--- src/rtl/uart_tx_sched.sv ---
// Round-robin transmit scheduler: grants one requester at a time and drives the
// shared UART register port through data load, control write and status poll.
module uart_tx_sched #(
  parameter int unsigned NREQ      = 4,
  parameter logic [15:0] CTRL_BASE = 16'h0020,
  parameter logic [15:0] TIMEOUT   = 16'd50000
) (
  input  logic                iClk,
  input  logic                iRst,
  input  logic [NREQ-1:0]     iReq,
  input  logic [8*NREQ-1:0]   iReqData,
  output logic [NREQ-1:0]     oGrant,
  output logic [NREQ-1:0]     oDone,
  output logic                oTimeout,
  output logic                oBusy,
  output logic [1:0]          oAddr,
  output logic [15:0]         oData,
  input  logic [15:0]         iData,
  output logic                oWrite,
  output logic                oEnable
);

  localparam int unsigned IW        = (NREQ > 1) ? $clog2(NREQ) : 1;
  localparam logic [15:0] CTRL_WORD = CTRL_BASE | 16'h0080;

  typedef enum logic [2:0] {IDLE, WDATA, WCTRL, POLL, DONE} stateT;

  stateT           rState, nState;
  logic [IW-1:0]   rIdx, nIdx, rPtr, nPtr;
  logic [7:0]      rByte, nByte;
  logic [15:0]     rCnt, nCnt;
  logic            rFlag, nFlag;
  logic [NREQ-1:0] nGrant, nDone;
  logic            nTimeout, nBusy, nWrite, nEnable;
  logic [1:0]      nAddr;
  logic [15:0]     nData;

  logic            found;
  logic [IW-1:0]   win, cand;
  logic            unusedData;

  assign unusedData = ^{iData[15:8], iData[6:0]};

  function automatic logic [IW-1:0] wrapIdx(input logic [31:0] v);
    return IW'(v % NREQ);
  endfunction

  // First active requester at or after rPtr, wrapping
  always_comb begin
    found = 1'b0;
    win   = '0;
    cand  = '0;
    for (int unsigned i = 0; i < NREQ; i++) begin
      cand = wrapIdx(32'(rPtr) + 32'(i));
      if (!found && iReq[cand]) begin
        found = 1'b1;
        win   = cand;
      end
    end
  end

  // Next state and the registered values of every output
  always_comb begin
    nState   = rState;
    nIdx     = rIdx;
    nPtr     = rPtr;
    nByte    = rByte;
    nCnt     = rCnt;
    nFlag    = rFlag;
    nGrant   = '0;
    nDone    = '0;
    nTimeout = 1'b0;
    nBusy    = 1'b0;
    nWrite   = 1'b0;
    nEnable  = 1'b0;
    nAddr    = 2'd0;
    nData    = 16'd0;

    case (rState)
      IDLE: begin
        if (found) begin
          nIdx   = win;
          nByte  = iReqData[32'(win)*8 +: 8];
          nPtr   = wrapIdx(32'(win) + 32'd1);
          nState = WDATA;
        end
      end
      WDATA: nState = WCTRL;
      WCTRL: begin
        nCnt   = 16'd0;
        nFlag  = 1'b0;
        nState = POLL;
      end
      POLL: begin
        nCnt = (rCnt >= TIMEOUT) ? TIMEOUT : rCnt + 16'd1;
        // Poll index 0 may still see the previous send's idle status
        if ((rCnt != 16'd0) && !iData[7]) begin
          nState = DONE;
        end else if (rCnt >= TIMEOUT) begin
          nFlag  = 1'b1;
          nState = DONE;
        end
      end
      DONE:    nState = IDLE;
      default: nState = IDLE;
    endcase

    case (nState)
      WDATA: begin
        nEnable = 1'b1;
        nWrite  = 1'b1;
        nAddr   = 2'd1;
        nData   = {8'h00, nByte};
        nGrant  = NREQ'(1) << nIdx;
        nBusy   = 1'b1;
      end
      WCTRL: begin
        nEnable = 1'b1;
        nWrite  = 1'b1;
        nAddr   = 2'd0;
        nData   = CTRL_WORD;
        nGrant  = NREQ'(1) << nIdx;
        nBusy   = 1'b1;
      end
      POLL: begin
        nEnable = 1'b1;
        nGrant  = NREQ'(1) << nIdx;
        nBusy   = 1'b1;
      end
      DONE: begin
        nDone    = NREQ'(1) << nIdx;
        nTimeout = nFlag;
        nBusy    = 1'b1;
      end
      default: ;
    endcase
  end

  always_ff @(posedge iClk) begin
    if (iRst) begin
      rState   <= IDLE;
      rIdx     <= '0;
      rPtr     <= '0;
      rByte    <= 8'd0;
      rCnt     <= 16'd0;
      rFlag    <= 1'b0;
      oGrant   <= '0;
      oDone    <= '0;
      oTimeout <= 1'b0;
      oBusy    <= 1'b0;
      oWrite   <= 1'b0;
      oEnable  <= 1'b0;
      oAddr    <= 2'd0;
      oData    <= 16'd0;
    end else begin
      rState   <= nState;
      rIdx     <= nIdx;
      rPtr     <= nPtr;
      rByte    <= nByte;
      rCnt     <= nCnt;
      rFlag    <= nFlag;
      oGrant   <= nGrant;
      oDone    <= nDone;
      oTimeout <= nTimeout;
      oBusy    <= nBusy;
      oWrite   <= nWrite;
      oEnable  <= nEnable;
      oAddr    <= nAddr;
      oData    <= nData;
    end
  end

endmodule
--- config.mk ---
export PLATFORM = sky130hd
export DESIGN_NAME = uart_tx_sched
export DESIGN_NICKNAME = d
export VERILOG_FILES = /design/src/rtl/uart_tx_sched.sv
export SDC_FILE = /design/constraint.sdc
export NUM_CORES = 1
export LEC_CHECK = 0
export CORE_ASPECT_RATIO = 0.5
export CORE_MARGIN = 2
export CORE_UTILIZATION = 40
export DETAILED_ROUTE_END_ITERATION = 10
export GPL_ROUTABILITY_DRIVEN = 0
export GPL_TIMING_DRIVEN = 0
export PLACE_DENSITY = 0.8
export SLEW_MARGIN = 5
export SYNTH_ARGS = -nofsm -noshare
export SYNTH_HDL_FRONTEND = slang
export SYNTH_SLANG_ARGS = --single-unit
--- constraint.sdc ---
create_clock -name iClk -period 2.1 [get_ports iClk]
set_input_delay 0.42 -clock iClk [delete_from_list [all_inputs] [get_ports iClk]]
set_output_delay 0.42 -clock iClk [all_outputs]
set_load 0.01 [all_outputs]
==> Implementation_results.wiki <==
{| class="wikitable"
! Metric !! Value
|-
| Fill cell instance count of the final layout || 442
|-
| Root Driver || sky130_fd_sc_hd__clkbuf_16
|-
| Total via count in the routed design || 2275
|-
| Worst Path Class, Setup || primary input to flop
|-
| Die Outline Area || 6352 um^2
|-
| Fraction of synthesized cell area in xor and xnor cells || 0
|-
| Total wire length after detailed routing || 6030 um
|-
| Area taken by flip-flops and latches || 900.9 um^2
|-
| Mean post-synth cell area || 8.630 um^2
|-
| Startpoint type of the worst setup path || primary input
|-
| Max FO, Critical Path || 5
|-
| Required @ worst endpoint || 2.30 ns
|-
| Via count of the first global-routing pass || 2058
|-
| Crit path max-delay cell type || sky130_fd_sc_hd__or4_4
|-
| Share of the core filled with cells in the final layout || 0.5828
|-
| Crit path buf inv count || 1
|-
| Final-report hold violation count || 0
|-
| Count of buffers inserted at the top-level ports || 59
|-
| FMAX || 496.6 MHz
|-
| Share of flip-flops with an asynchronous set or reset || 0
|-
| Lkg Pwr || 0.001208 uW
|-
| Global-route wire length before repair || 9694 um
|-
| Stage delay of the slowest cell on the critical path || 0.57 ns
|-
| Clock buffers created by TritonCTS || 5
|-
| Library cell with the largest summed area after synthesis || sky130_fd_sc_hd__dfxtp_1
|-
| Type of the most critical hold path || flop to flop
|-
| DR pass1 iterations || 4
|-
| Maximum number of pins on one net before global-route repair || 16
|-
| Share of cell area taken by muxes after synthesis || 0.04833
|-
| Post-CTS Hold Fix Bufs || 0
|-
| Syn Inst Count || 264
|-
| Area share of the largest cell type after synthesis || 0.3954
|-
| Number of synthesized register bits || 45
|-
| Top-level port count || 84
|-
| Sequential-to-total area share from yosys stat || 0.3954
|-
| Antenna cells || 0
|-
| Core Footprint || 5492 um^2
|-
| Final number of setup-violating endpoints || 0
|-
| Worst-path clk slew || 0.07 ns
|-
| Via/cell ratio || 5.508
|-
| Worst-margin pin slew || 0.6346 ns
|-
| CTS sink count || 45
|-
| GRT Overall Usage || 0.1891
|-
| Dominant combinational cell family by area after synthesis || simple AND/OR/NAND/NOR gates
|-
| Total Nets Final || 395
|-
| Cells traversed along the worst timing path || clkdlybuf4s50_1 > or4_4 > o211ai_1 > o31ai_2 > nand4bb_1 > o221ai_1
|-
| Largest delay contributor family on the critical path || simple AND/OR/NAND/NOR gates
|-
| Antenna Nets Post-Route || 0
|-
| Ranking of synthesized cells by area || sky130_fd_sc_hd__dfxtp_1, sky130_fd_sc_hd__mux2i_1, sky130_fd_sc_hd__nor2_1
|-
| DP HPWL || 4459 um
|-
| Initial Utilization || 0.4149
|-
| Die height || 57.37 um
|-
| Yosys Warn Count || 0
|-
| TritonCTS clock tree || built
|-
| Unrepaired setup endpoints after global routing || no
|-
| Post-detailed-route wirelength per cell || 14.60 um
|-
| Die width || 110.7 um
|-
| Number of H-tree levels || 2
|-
| Number of antenna violations at the first check in global routing || 0
|-
| Fraction of the mapped netlist area in simple logic gates || 0.2405
|-
| Share of the clock period used by the worst path after layout || 0.9588
|-
| Status || finished clean
|-
| Total power per unit cell area || 726.5 nW/um^2
|-
| Fraction of final layout cells sized beyond drive strength 1 || 0.1265
|-
| Arithmetic-cell share of the synthesized area counting full adders, half adders and majority gates || 0.01098
|-
| Maximum vdd ir drop || 0.4232 mV
|-
| Shortest period the worst path allows || 2.014 ns
|-
| Cell Area, Synth || 2278 um^2
|-
| Clock skew after layout || 0.007369 ns
|-
| Clock latency of the later-clocked register in the worst-skew pair || 0.29 ns
|-
| Sort of element at the end of the critical path || flop
|-
| Combined area of the multi-input logic cells || 1280 um^2
|-
| Starting DRC count in detailed routing || 98
|-
| Clock Tree Buf Depth || 2
|-
| Compound-gate portion of the synthesized area || 0.2367
|-
| Arrival time of data at the critical path endpoint || 2.22 ns
|-
| Total global routing overflow || 0
|-
| Max cap viols || 0
|-
| Residual DRC || 0
|-
| Number of max-slew violations in the final report || 0
|-
| Number of flops mapped to enable cells by yosys || 0
|-
| Post-place instance area || 2990 um^2
|-
| Relative max-transition margin || 0.5725
|-
| Number of unique standard cell types used by synthesis || 57
|-
| Number of placement rows || 19
|-
| Top flip-flop cell by instance count after synthesis || sky130_fd_sc_hd__dfxtp_1
|-
| Final non-filler cell area || 3201 um^2
|-
| Syn-to-layout area delta || 40.47%
|}
[per-layer routing]
metal,GRT usage,vias up,wire length (um)
li1,-,1122,-
met3,0.06057,9,484
met1,0.2251,1049,2561
met5,0,-,0
met4,0.06429,0,98
met2,0.3304,95,2886
[worst register-to-register path, cell delays in order, from the launching register on]
cell	delay (ns)
sky130_fd_sc_hd__dfxtp_1	0.33
sky130_fd_sc_hd__inv_1	0.09
sky130_fd_sc_hd__ha_1	0.17
sky130_fd_sc_hd__nor4b_1	0.30
sky130_fd_sc_hd__a41oi_2	0.26
sky130_fd_sc_hd__o31ai_2	0.36
sky130_fd_sc_hd__nand4bb_1	0.20
sky130_fd_sc_hd__o221ai_1	0.13
[per-stage QoR]
stage | cells | setup slack, ns | hold WS (ns) | setup TNS (ns) | total power, uW
after global placement | 404 | -0.1547 | 0.4529 | -1.783 | 1407
after CTS | 412 | 0.05564 | 0.4991 | 0 | 2323
final | 413 | 0.08642 | 0.5021 | 0 | 2325
after global routing | 413 | 0.02062 | 0.5324 | 0 | 2418
after floorplan | 272 | 0.4679 | 0.4371 | 0 | 1213
after detailed placement | 404 | -0.2243 | 0.4904 | -2.585 | 1423
[cells by family (layout without fill, tap and decap cells)]
group | Yosys count | count (layout)
muxes | 11 | 11
buffers and inverters | 27 | 95
AOI/OAI and AO/OA | 78 | 78
and+or+nand+nor | 100 | 100
other | 1 | 9
adders and majority gates | 2 | 2
DFF | 45 | 45
[path summary, 6_finish.rpt]
| path | endpoint | startpoint | depth (start not counted) | slack [ns] |
|---|---|---|---|---|
| hold / removal | rIdx[0] | rIdx[0] | 2 | 0.50 |
| setup / recovery | oData[7] | iReq[1] | 6 | 0.09 |
| hold reg to reg | rIdx[0] | rIdx[0] | 2 | 0.50 |
| setup reg to reg | oData[7] | rCnt[0] | 7 | 0.15 |
[cells in the mapped netlist (all sizes together) (5+ instances only)]
master   n
buf     15
a21o     7
o21ai   17
nor3     7
nand2   20
nor4     5
inv      7
nand3   11
a311oi  10
a31oi    5
dfxtp   45
mux2i   11
a21oi   18
nor2    28
[cell usage in the layout (no fill, tap or decap), types with 2 or more instances in the layout]
master	netlist	layout
sky130_fd_sc_hd__conb_1	1	9
sky130_fd_sc_hd__dfxtp_1	45	45
sky130_fd_sc_hd__buf_4	10	10
sky130_fd_sc_hd__and3_1	4	4
sky130_fd_sc_hd__inv_1	7	7
sky130_fd_sc_hd__o211ai_1	3	3
sky130_fd_sc_hd__a31oi_1	4	4
sky130_fd_sc_hd__a21oi_1	18	18
sky130_fd_sc_hd__clkdlybuf4s50_1	0	58
sky130_fd_sc_hd__buf_2	4	4
sky130_fd_sc_hd__a31o_2	2	2
sky130_fd_sc_hd__clkbuf_1	4	3
sky130_fd_sc_hd__nor2_1	26	26
sky130_fd_sc_hd__clkbuf_16	0	5
sky130_fd_sc_hd__nand2_2	2	2
sky130_fd_sc_hd__and2_1	2	2
sky130_fd_sc_hd__o221ai_1	2	2
sky130_fd_sc_hd__o21ai_1	2	2
sky130_fd_sc_hd__nand2b_1	4	4
sky130_fd_sc_hd__nand3_1	11	11
sky130_fd_sc_hd__a41oi_1	3	2
sky130_fd_sc_hd__buf_6	1	2
sky130_fd_sc_hd__a21o_1	7	7
sky130_fd_sc_hd__o21ai_0	15	15
sky130_fd_sc_hd__a311oi_1	10	9
sky130_fd_sc_hd__nand4_1	4	4
sky130_fd_sc_hd__nor3b_1	3	3
sky130_fd_sc_hd__nand2_1	18	18
sky130_fd_sc_hd__and4_1	3	3
sky130_fd_sc_hd__nor4_1	3	3
sky130_fd_sc_hd__mux2i_1	11	11
sky130_fd_sc_hd__nor3_1	7	7
sky130_fd_sc_hd__ha_1	2	2
[power breakdown]
group | leakage (uW) | switching, uW | total, uW | internal (uW)
combinational | 0.000761 | 245 | 491 | 246
sequential | 0.000367 | 29.8 | 934 | 904
clock | 0.0000800 | 338 | 901 | 563
total | 0.00121 | 612 | 2330 | 1710
[sequential cells by signal, indices dropped and copies added (netlist names)]
signal	cells
rCnt	16
oData	8
oDone	4
oGrant	4
rState	3
rIdx	2
rPtr	2
oAddr	1
oBusy	1
oEnable	1
oTimeout	1
oWrite	1
rFlag	1
[what timing repair did]
| item | in CTS | in global routing |
|---|---|---|
| hold endpoints to repair | 0 | 0 |
| endpoints found under the setup margin | 0 | 11 |
| setup buffers | 0 | 1 |
| resized for setup | 0 | 9 |
[area by class of cell]
class,instances,area share
Multi-Input combinational cell,200,0.3999
Clock inverter,3,0.01446
Sequential cell,45,0.2815
Buffer,19,0.03948
Inverter,8,0.009382
Timing Repair Buffer,60,0.1876
Tap cell,73,0.02854
Clock buffer,5,0.03909
No activity file was read; power rests on OpenSTA's default activity.
